## src/rtl/if_pkg.sv

```systemverilog
// Shared types and constants for the instruction-fetch stage.
// Holds the fetch FSM states, FIFO entry layout and history-index slice.
package if_pkg;

   typedef enum logic [1:0] {
      BOOT,
      RUN,
      FLUSH
   } fetch_state_t;

   typedef struct packed {
      logic [31:0] pc;
      logic [31:0] instr;
   } fifo_entry_t;

   localparam logic [31:0] NOP_INSTR = 32'h0;
   localparam int BHI_LSB = 2;
   localparam int BHI_W = 7;

endpackage

```

## src/rtl/if_prefetch_fifo.sv

```systemverilog
// Small synchronous FIFO with clear; head is read combinationally.
// Serves as the instruction prefetch buffer and as the issued-PC queue.
module if_prefetch_fifo
   import if_pkg::*;
#(
   parameter int DEPTH = 2,
   parameter int W = 64
) (
   input  logic                   clk,
   input  logic                   rst,
   input  logic                   push,
   input  logic [W-1:0]           push_data,
   input  logic                   pop,
   input  logic                   clear,
   output logic [$clog2(DEPTH):0] count,
   output logic [W-1:0]           head
);

   localparam int AW = $clog2(DEPTH);
   localparam logic [AW:0] FULL_CNT = (AW+1)'(DEPTH);

   logic [W-1:0]  mem [DEPTH];
   logic [AW-1:0] rd_ptr;
   logic [AW-1:0] wr_ptr;
   logic          do_push;
   logic          do_pop;

   assign do_pop  = pop && (count != '0);
   assign do_push = push && ((count != FULL_CNT) || do_pop);
   assign head    = mem[rd_ptr];

   // Pointer and occupancy bookkeeping; clear empties in one cycle.
   always_ff @(posedge clk) begin
      if (!rst || clear) begin
         rd_ptr <= '0;
         wr_ptr <= '0;
         count  <= '0;
      end else begin
         if (do_push) wr_ptr <= wr_ptr + 1'b1;
         if (do_pop) rd_ptr <= rd_ptr + 1'b1;
         case ({do_push, do_pop})
            2'b10:   count <= count + 1'b1;
            2'b01:   count <= count - 1'b1;
            default: count <= count;
         endcase
      end
   end

   // Entry storage; contents are meaningless while empty.
   always_ff @(posedge clk) begin
      if (rst && !clear && do_push) mem[wr_ptr] <= push_data;
   end

endmodule

```

## src/rtl/if_fetch_unit.sv

```systemverilog
// Instruction-fetch stage: owns the PC, talks to imem, feeds IF/ID.
// Define IF_PERF_CNT_EN to add the perf_fetched/perf_discarded counters.
module if_fetch_unit
   import if_pkg::*;
#(
   parameter logic [31:0] RESET_PC = 32'h0000_0000,
   parameter int FIFO_DEPTH = 2,
   parameter int MAX_OUTSTANDING = 2
) (
   input  logic             clk,
   input  logic             rst,
   input  logic             stall,
   input  logic             redirect_valid,
   input  logic [31:0]      redirect_pc,
   output logic             imem_req,
   output logic [31:0]      imem_addr,
   input  logic             imem_gnt,
   input  logic             imem_rvalid,
   input  logic [31:0]      imem_rdata,
`ifdef IF_PERF_CNT_EN
   output logic [31:0]      perf_fetched,
   output logic [31:0]      perf_discarded,
`endif
   output logic [31:0]      out_pc4,
   output logic [31:0]      out_instr,
   output logic             out_valid,
   output logic [BHI_W-1:0] out_bhi
);

   localparam int CW = $clog2(FIFO_DEPTH) + 1;
   localparam logic [CW-1:0] MAX_OS = CW'(MAX_OUTSTANDING);
   localparam logic [CW:0] DEPTH_C = (CW+1)'(FIFO_DEPTH);

   fetch_state_t  state;
   fetch_state_t  state_nx;
   logic [31:0]   fetch_pc;
   logic [CW-1:0] inflight;
   logic [CW-1:0] discard;
   logic [CW-1:0] discard_nx;
   logic [CW-1:0] rvalid_ext;
   logic [CW-1:0] fifo_count;
   logic [CW-1:0] pcq_count;
   logic [CW:0]   reserved;
   logic [31:0]   pcq_head;
   fifo_entry_t   head_e;
   fifo_entry_t   push_e;
   logic          issue;
   logic          accept;
   logic          drop;
   logic          pop;

   assign rvalid_ext = {{(CW-1){1'b0}}, imem_rvalid};
   assign reserved   = {1'b0, fifo_count} + {1'b0, inflight};

   assign imem_req = (state == RUN) && !redirect_valid
                  && (inflight < MAX_OS)
                  && (reserved < DEPTH_C);
   assign imem_addr = fetch_pc;
   assign issue     = imem_req && imem_gnt;

   assign accept = imem_rvalid && !redirect_valid
                && (discard == '0) && (pcq_count != '0);
   assign drop   = imem_rvalid && !accept;
   assign push_e = '{pc: pcq_head, instr: imem_rdata};

   assign out_valid = (fifo_count != '0) && !redirect_valid;
   assign out_instr = out_valid ? head_e.instr : NOP_INSTR;
   assign out_pc4   = out_valid ? head_e.pc + 32'd4 : 32'd0;
   assign out_bhi   = out_valid ? head_e.pc[BHI_LSB +: BHI_W] : '0;
   assign pop       = out_valid && !stall;

   if_prefetch_fifo #(
      .DEPTH(FIFO_DEPTH),
      .W($bits(fifo_entry_t))
   ) u_ifq (
      .clk(clk),
      .rst(rst),
      .push(accept),
      .push_data(push_e),
      .pop(pop),
      .clear(redirect_valid),
      .count(fifo_count),
      .head(head_e)
   );

   if_prefetch_fifo #(
      .DEPTH(FIFO_DEPTH),
      .W(32)
   ) u_pcq (
      .clk(clk),
      .rst(rst),
      .push(issue),
      .push_data(fetch_pc),
      .pop(accept),
      .clear(redirect_valid),
      .count(pcq_count),
      .head(pcq_head)
   );

   // Next state and wrong-path discard count.
   always_comb begin
      state_nx   = state;
      discard_nx = discard;
      if (redirect_valid) begin
         discard_nx = inflight - rvalid_ext;
         state_nx   = (discard_nx != '0) ? FLUSH : RUN;
      end else begin
         unique case (state)
            BOOT: state_nx = RUN;
            RUN:  state_nx = RUN;
            FLUSH: begin
               if (imem_rvalid && (discard != '0))
                  discard_nx = discard - 1'b1;
               if (discard_nx == '0) state_nx = RUN;
            end
            default: state_nx = BOOT;
         endcase
      end
   end

   // State, fetch PC and outstanding-request tracking.
   always_ff @(posedge clk) begin
      if (!rst) begin
         state    <= BOOT;
         fetch_pc <= RESET_PC;
         inflight <= '0;
         discard  <= '0;
      end else begin
         state   <= state_nx;
         discard <= discard_nx;
         if (redirect_valid) fetch_pc <= redirect_pc;
         else if (issue) fetch_pc <= fetch_pc + 32'd4;
         case ({issue, imem_rvalid})
            2'b10:   inflight <= inflight + 1'b1;
            2'b01:   inflight <= inflight - 1'b1;
            default: inflight <= inflight;
         endcase
      end
   end

`ifdef IF_PERF_CNT_EN
   // Count delivered instructions and every word thrown away.
   always_ff @(posedge clk) begin
      if (!rst) begin
         perf_fetched   <= '0;
         perf_discarded <= '0;
      end else begin
         if (pop) perf_fetched <= perf_fetched + 32'd1;
         perf_discarded <= perf_discarded + {31'd0, drop}
                         + (redirect_valid ? 32'(fifo_count) : 32'd0);
      end
   end
`endif

endmodule

```

## config.mk

```make
export PLATFORM = sky130hd
export DESIGN_NAME = if_fetch_unit
export DESIGN_NICKNAME = d
export VERILOG_FILES = /design/src/rtl/if_pkg.sv /design/src/rtl/if_prefetch_fifo.sv /design/src/rtl/if_fetch_unit.sv
export SDC_FILE = /design/constraint.sdc
export NUM_CORES = 1
export LEC_CHECK = 0
export CAP_MARGIN = 20
export CORE_ASPECT_RATIO = 1.2
export CORE_MARGIN = 3
export CORE_UTILIZATION = 25
export DETAILED_ROUTE_END_ITERATION = 8
export PLACE_DENSITY_LB_ADDON = 0.05
export SKIP_LAST_GASP = 1
export SLEW_MARGIN = 0
export SYNTH_ARGS = -nofsm -noshare
export SYNTH_HDL_FRONTEND = slang
export SYNTH_SLANG_ARGS = --single-unit
```

## constraint.sdc

```tcl
create_clock -name clk -period 7.4 [get_ports clk]
set_input_delay 0.74 -clock clk [delete_from_list [all_inputs] [get_ports clk]]
set_output_delay 0.74 -clock clk [all_outputs]
set_load 0.01 [all_outputs]
```

## After elaboration in Yosys (flattened, before gate mapping)

Memory sizes are Yosys's and may differ from the RTL's. A register that Yosys moved wholly into a read port is not among the register bits.
Index checks and enable logic that the tools add are counted.

- Register bits after elaboration: 46
- RAM bits: 192
- Input port bits: 70
- Word-level logic and storage cells: 101
- Memories: 2

Memories:

| memory | depth | bits a word | rd ports | clocked after Yosys merged registers in | wr ports | line | source |
|---|---|---|---|---|---|---|---|
| u_ifq.mem | 2 | 64 | 1 | 1 | 1 | if_prefetch_fifo.sv:22 | `logic [W-1:0] mem [DEPTH];` |
| u_pcq.mem | 2 | 32 | 1 | 1 | 1 | if_prefetch_fifo.sv:22 |  |

- $add $sub $neg: 15
- Order comparisons: 2
- Equality and inequality tests: 11
- Muxes and demuxes: 25
- Reduce and logical (&&, ||, !) cells: 36

Operator list:

| kind | count |
|---|---|
| $mux W32 | 4 |
| $add A32 B3 Y32 const B | 2 |
| $reduce_bool A2 Y1 | 9 |
| $logic_and A1 B1 Y1 | 17 |
| $mux W2 | 8 |
| $pmux W2 S2 | 4 |
| $eq A2 B1 Y1 const B | 4 |
| $eq A2 B2 Y1 const B | 4 |
| $mux W1 | 8 |
| $sub A2 B1 Y2 const B | 4 |
| $mux W7 | 1 |
| $add A2 B1 Y2 const B | 3 |
| $logic_not A2 Y1 | 3 |
| $add A1 B1 Y1 const B | 4 |
| $ne A2 B2 Y1 const B | 2 |
| $add A2 B2 Y3 | 1 |
| $logic_not A1 Y1 | 3 |
| $logic_or A1 B1 Y1 | 3 |
| $lt A3 B2 Y1 const B | 1 |
| $ne A3 B3 Y1 const B | 1 |
| $lt A2 B2 Y1 const B | 1 |
| $reduce_or A2 Y1 | 1 |
| $sub A2 B1 Y2 | 1 |

## Logic depth before layout (Yosys ltp)

- Depth after elaboration: 10
- Gate-level depth with buffers: 13
- Mapped depth without buffers: 10

## Hierarchy

Synthesis repeated with hierarchy kept, for this count alone.

- Cell total of the unflattened synthesis: 801
- Area, all modules: 10,547.6 um^2

Modules (own cells, without submodules):

| module | instances | cells each | area an instance (um^2) | seq. area each (um^2) |
|---|---|---|---|---|
| if_prefetch_fifo at u_ifq | 1 | 227 | 4,855.9 | 3,943.8 |
| if_fetch_unit | 1 | 446 | 3,141.8 | 760.7 |
| if_prefetch_fifo at u_pcq | 1 | 128 | 2,549.9 | 2,021.9 |

## Least setup slack after synthesis

No wires, ideal clock.

- Kind: input port to flip-flop
- From: input redirect_valid
- To: memory u_ifq.mem[0][0], enable pin
- Library setup time: 0.565 ns
- Arrival: 5.876 ns
- Required time: 6.835 ns
- Slack: 0.960 ns
- Stages: 5
- Path buffers: 2
- Cells stage by stage: clkbuf_1 -> clkbuf_1 -> a311oi_1 -> inv_1 -> nor3_1

- Longest elaborated chain between the ends: 9
- Elaborated cells on any way between the ends: 13
- Classes of those cells: 2 x mux; 11 x reduce/logical

Ends and longest elaborated chain:

| element | line | source |
|---|---|---|
| start: declaration | if_fetch_unit.sv:13 | `input logic redirect_valid,` |
| $logic_not A1 Y1 * | if_prefetch_fifo.sv:51, if_fetch_unit.sv:61, if_fetch_unit.sv:66 |  |
| $logic_and A1 B1 Y1 | if_fetch_unit.sv:66 | `assign out_valid = (fifo_count != '0) && !redirect_valid;` |
| $logic_and A1 B1 Y1 | if_fetch_unit.sv:70 | `assign pop = out_valid && !stall;` |
| $logic_and A1 B1 Y1 | if_prefetch_fifo.sv:28 | `assign do_pop = pop && (count != '0);` |
| $logic_or A1 B1 Y1 | if_prefetch_fifo.sv:29 | `assign do_push = push && ((count != FULL_CNT) \|\| do_pop);` |
| $logic_and A1 B1 Y1 | if_prefetch_fifo.sv:29 |  |
| $logic_and A1 B1 Y1 * | if_prefetch_fifo.sv:51 | `if (rst && !clear && do_push) mem[wr_ptr] <= push_data;` |
| $mux W1 * | if_prefetch_fifo.sv:51 |  |
| $mux W1 (implied by the code) * | if_prefetch_fifo.sv:51 |  |
| end: declaration | if_prefetch_fifo.sv:22 |  |

Mark *: on every way between the ends. The rest lies on a longest branch, timed or not.

==> reports/summary.txt <==
Maximum clock rate -> 0.200 GHz
Worst hold slack -> 0.507 ns
Fillers -> 4229
Outcome -> complete, no violations
First-pass GRT wire length -> 45.1 mm
Post-Route WL -> 29.2 mm
Fin util -> 33.0%
R2R setup slack -> 4.18 ns
CTS Root Cell -> clkbuf_16
Most common cell after layout, fill and taps aside -> edfxtp_1
Port buffer count -> 174
Post-Syn Area per Cell -> 12.8 sq um
Crit path capture type -> output pin
Drt first pass iters -> 5
Least-Margin Pin Slew -> 0.976 ns
Via density -> 4.59
Dpl cells -> 1533
FP Rows -> 82
Final Setup Violations -> 0
Final worst-path cycle share -> 67.5%
Final Hold Viols -> 0
Die area -> 45500 sq um
Nets -> 1095
Vias -> 7275
Crit path max fanout -> 59
Worst clock skew -> 0.0134 ns
Register area -> 6730 sq um
Critical path type -> reg2out
Core Area -> 42200 sq um
CTS tree -> built
Dpl ws -> 2.89 ns
Mapped Area -> 10700 sq um
DRC -> 0
Pin count of the biggest net entering global routing -> 65
Chip height -> 233 um
Final std cells w/o fill -> 1585
Cts bufs inserted -> 28
Total grt overflow -> 0
DRT antenna net count -> 0
Initial antenna violation count -> 0
CTS resizes -> 0
Peak supply drop -> 0.000154 V
Unique masters post-synth -> 70
Final Max Slew Viols -> 0
Initial core utilization -> 25.5%
WL/cell -> 18.4 um
Most frequent cells in the layout -> edfxtp_1 (192), clkdlybuf4s50_1 (173), nor2_1 (100)
Clock tree sinks -> 240
Number of global-route vias before repair -> 7381
Hold Path Class -> reg2reg
Initial DRC count -> 331
Num ports -> 175
Routability cong. -> 0.738
Fin crit period -> 5.00 ns
Most frequent CP cell -> nand4_2
Antenna Cells -> 0
Worst setup margin -> 2.40 ns
Setup TNS Final -> 0 ns
Multi-input gate area -> 3760 sq um
GR Util All Layers -> 12.5%
Crit path required time -> 6.66 ns
Clock Pin Slew Worst Setup and Hold Paths -> 0.06 ns
Critical path arrival -> 4.26 ns
HPWL after detailed placement -> 19.7 mm
Worst R2R Start -> u_ifq.count[0]
Critical Path End -> out_pc4[30]
Ys flop type -> edfxtp_1
Synthesis Warnings -> 0
Crit-path max cell delay -> 0.96 ns
Synthesized flop and latch total -> 240
Hold-fix buffers, CTS -> 0
Die X -> 195 um
Slew Limit Headroom -> 35.0%
Leakage power -> 4.37 nW
RSZ-0062 raised after global routing -> false
Asr flop ratio synth -> 0%
Skew-Pair Late Insertion Delay -> 0.54 ns
Post-CTS Setup Inserts -> 0
Power density over cell area -> 207 nW/um^2
Synth Instances -> 842
H-Tree Depth -> 1
Slowest CP cell -> dfxtp_4
Max clock buf depth -> 3
Fraction of layout instances using a drive strength above 1 -> 11.0%
FF-to-FF End -> inflight[1]
Area Overhead vs Synth -> 29.4%
Max_cap viols -> 0
Sequential share of the synthesized area -> 62.6%
Critical path, cell by cell -> buf_4, nand4_2, a222oi_1, nand4_2, o31a_1, nor3_1, clkdlybuf4s50_1
Syn Nets -> 920
Number of synthesized flops with an enable pin -> 192
R2R depth -> 10
Worst Setup Start Kind -> flip-flop
layout make-up:
type                    instances  area share [%]
repair buffers                188            13.2
flip-flops and latches        240            48.4
clock buffers                  40            5.66
inverters                      15           0.405
well taps                     546            4.91
clock inverters                12           0.360
multi-input cells             544            27.0
report_power, final:
group | switching, W | internal (W) | leakage [nW]
registers | 0.0000285 | 0.00147 | 2.14
logic | 0.0000602 | 0.0000749 | 1.82
clock network | 0.000518 | 0.000732 | 0.411
total | 0.000606 | 0.00227 | 4.37
kinds of logic (layout without fill, tap and decap cells):
logic type	after synthesis	count (layout)	share of synthesized area [%]
xor gates and xnor gates	31	31	2.53
adders and majority gates	8	8	1.00
AOI/OAI and AO/OA	135	135	8.25
buffers and inverters	58	255	2.71
and+or+nand+nor	270	270	13.1
muxes	100	100	9.82
DFF	240	240	62.6
flip-flops by register name (all words and copies together), names as in the netlist, named ones only:
register	count
u_ifq.mem	128
u_pcq.mem	64
imem_addr	32
discard	2
inflight	2
state	2
u_ifq.count	2
u_pcq.count	2
u_ifq.rd_ptr	1
u_ifq.wr_ptr	1
u_pcq.rd_ptr	1
u_pcq.wr_ptr	1
metrics by stage:
step | total power (W) | cell area (sq um)
after floorplan | 0.00157 | 10700
after global placement | 0.00166 | 13100
final | 0.00288 | 13900
after global routing | 0.00302 | 13900
after CTS | 0.00294 | 13900
after detailed placement | 0.00166 | 13100
critical path: cells and delay by family, from the launching register on:
| family | cells | cell delay [ns] |
|---|---|---|
| AOI/OAI and AO/OA | 2 | 0.87 |
| buffers and inverters | 2 | 1.13 |
| DFF | 1 | 0.96 |
| and+or+nand+nor | 3 | 0.65 |
how the worst min path moves through the flow:
stage                               from             end  slack, ns  cells past startpoint
after global placement      u_pcq.rd_ptr    u_pcq.rd_ptr       0.49                      2
after global routing      u_pcq.count[1]  u_pcq.count[1]       0.54                      2
after detailed placement    u_pcq.rd_ptr       flip-flop       0.50                      2
final                       u_pcq.rd_ptr       flip-flop       0.51                      2
after CTS                   u_pcq.rd_ptr       flip-flop       0.51                      2
after floorplan           u_pcq.count[1]  u_pcq.count[1]       0.47                      2
cells in the mapped netlist, types with 7 or more instances:
library cell,n,area (sq um)
nand2_1,42,158
xnor2_1,20,175
nor2_1,100,375
nand4_1,24,150
xor2_1,11,96.3
mux2i_1,56,561
a22oi_1,9,67.6
a21oi_1,30,150
o21ai_0,32,160
buf_4,7,52.6
mux2_2,44,495
a32oi_1,7,61.3
and2_1,11,68.8
or3_1,9,56.3
edfxtp_1,192,5770
ha_1,7,87.6
a31oi_1,18,113
nor4_1,7,43.8
clkbuf_1,22,82.6
nand3_1,23,115
nor3_1,13,65.1
inv_1,13,48.8
dfxtp_1,48,961
layer usage:
layer  GRT usage, %  vias up  share of wire (%)
li1               -     3558                  -
met4           3.14        0                1.7
met1           17.5     3474                 47
met5              0        -                  0
met2           20.1      208                 45
met3           2.29       35                5.4
Note: power is estimated with default switching activity, not from simulation.
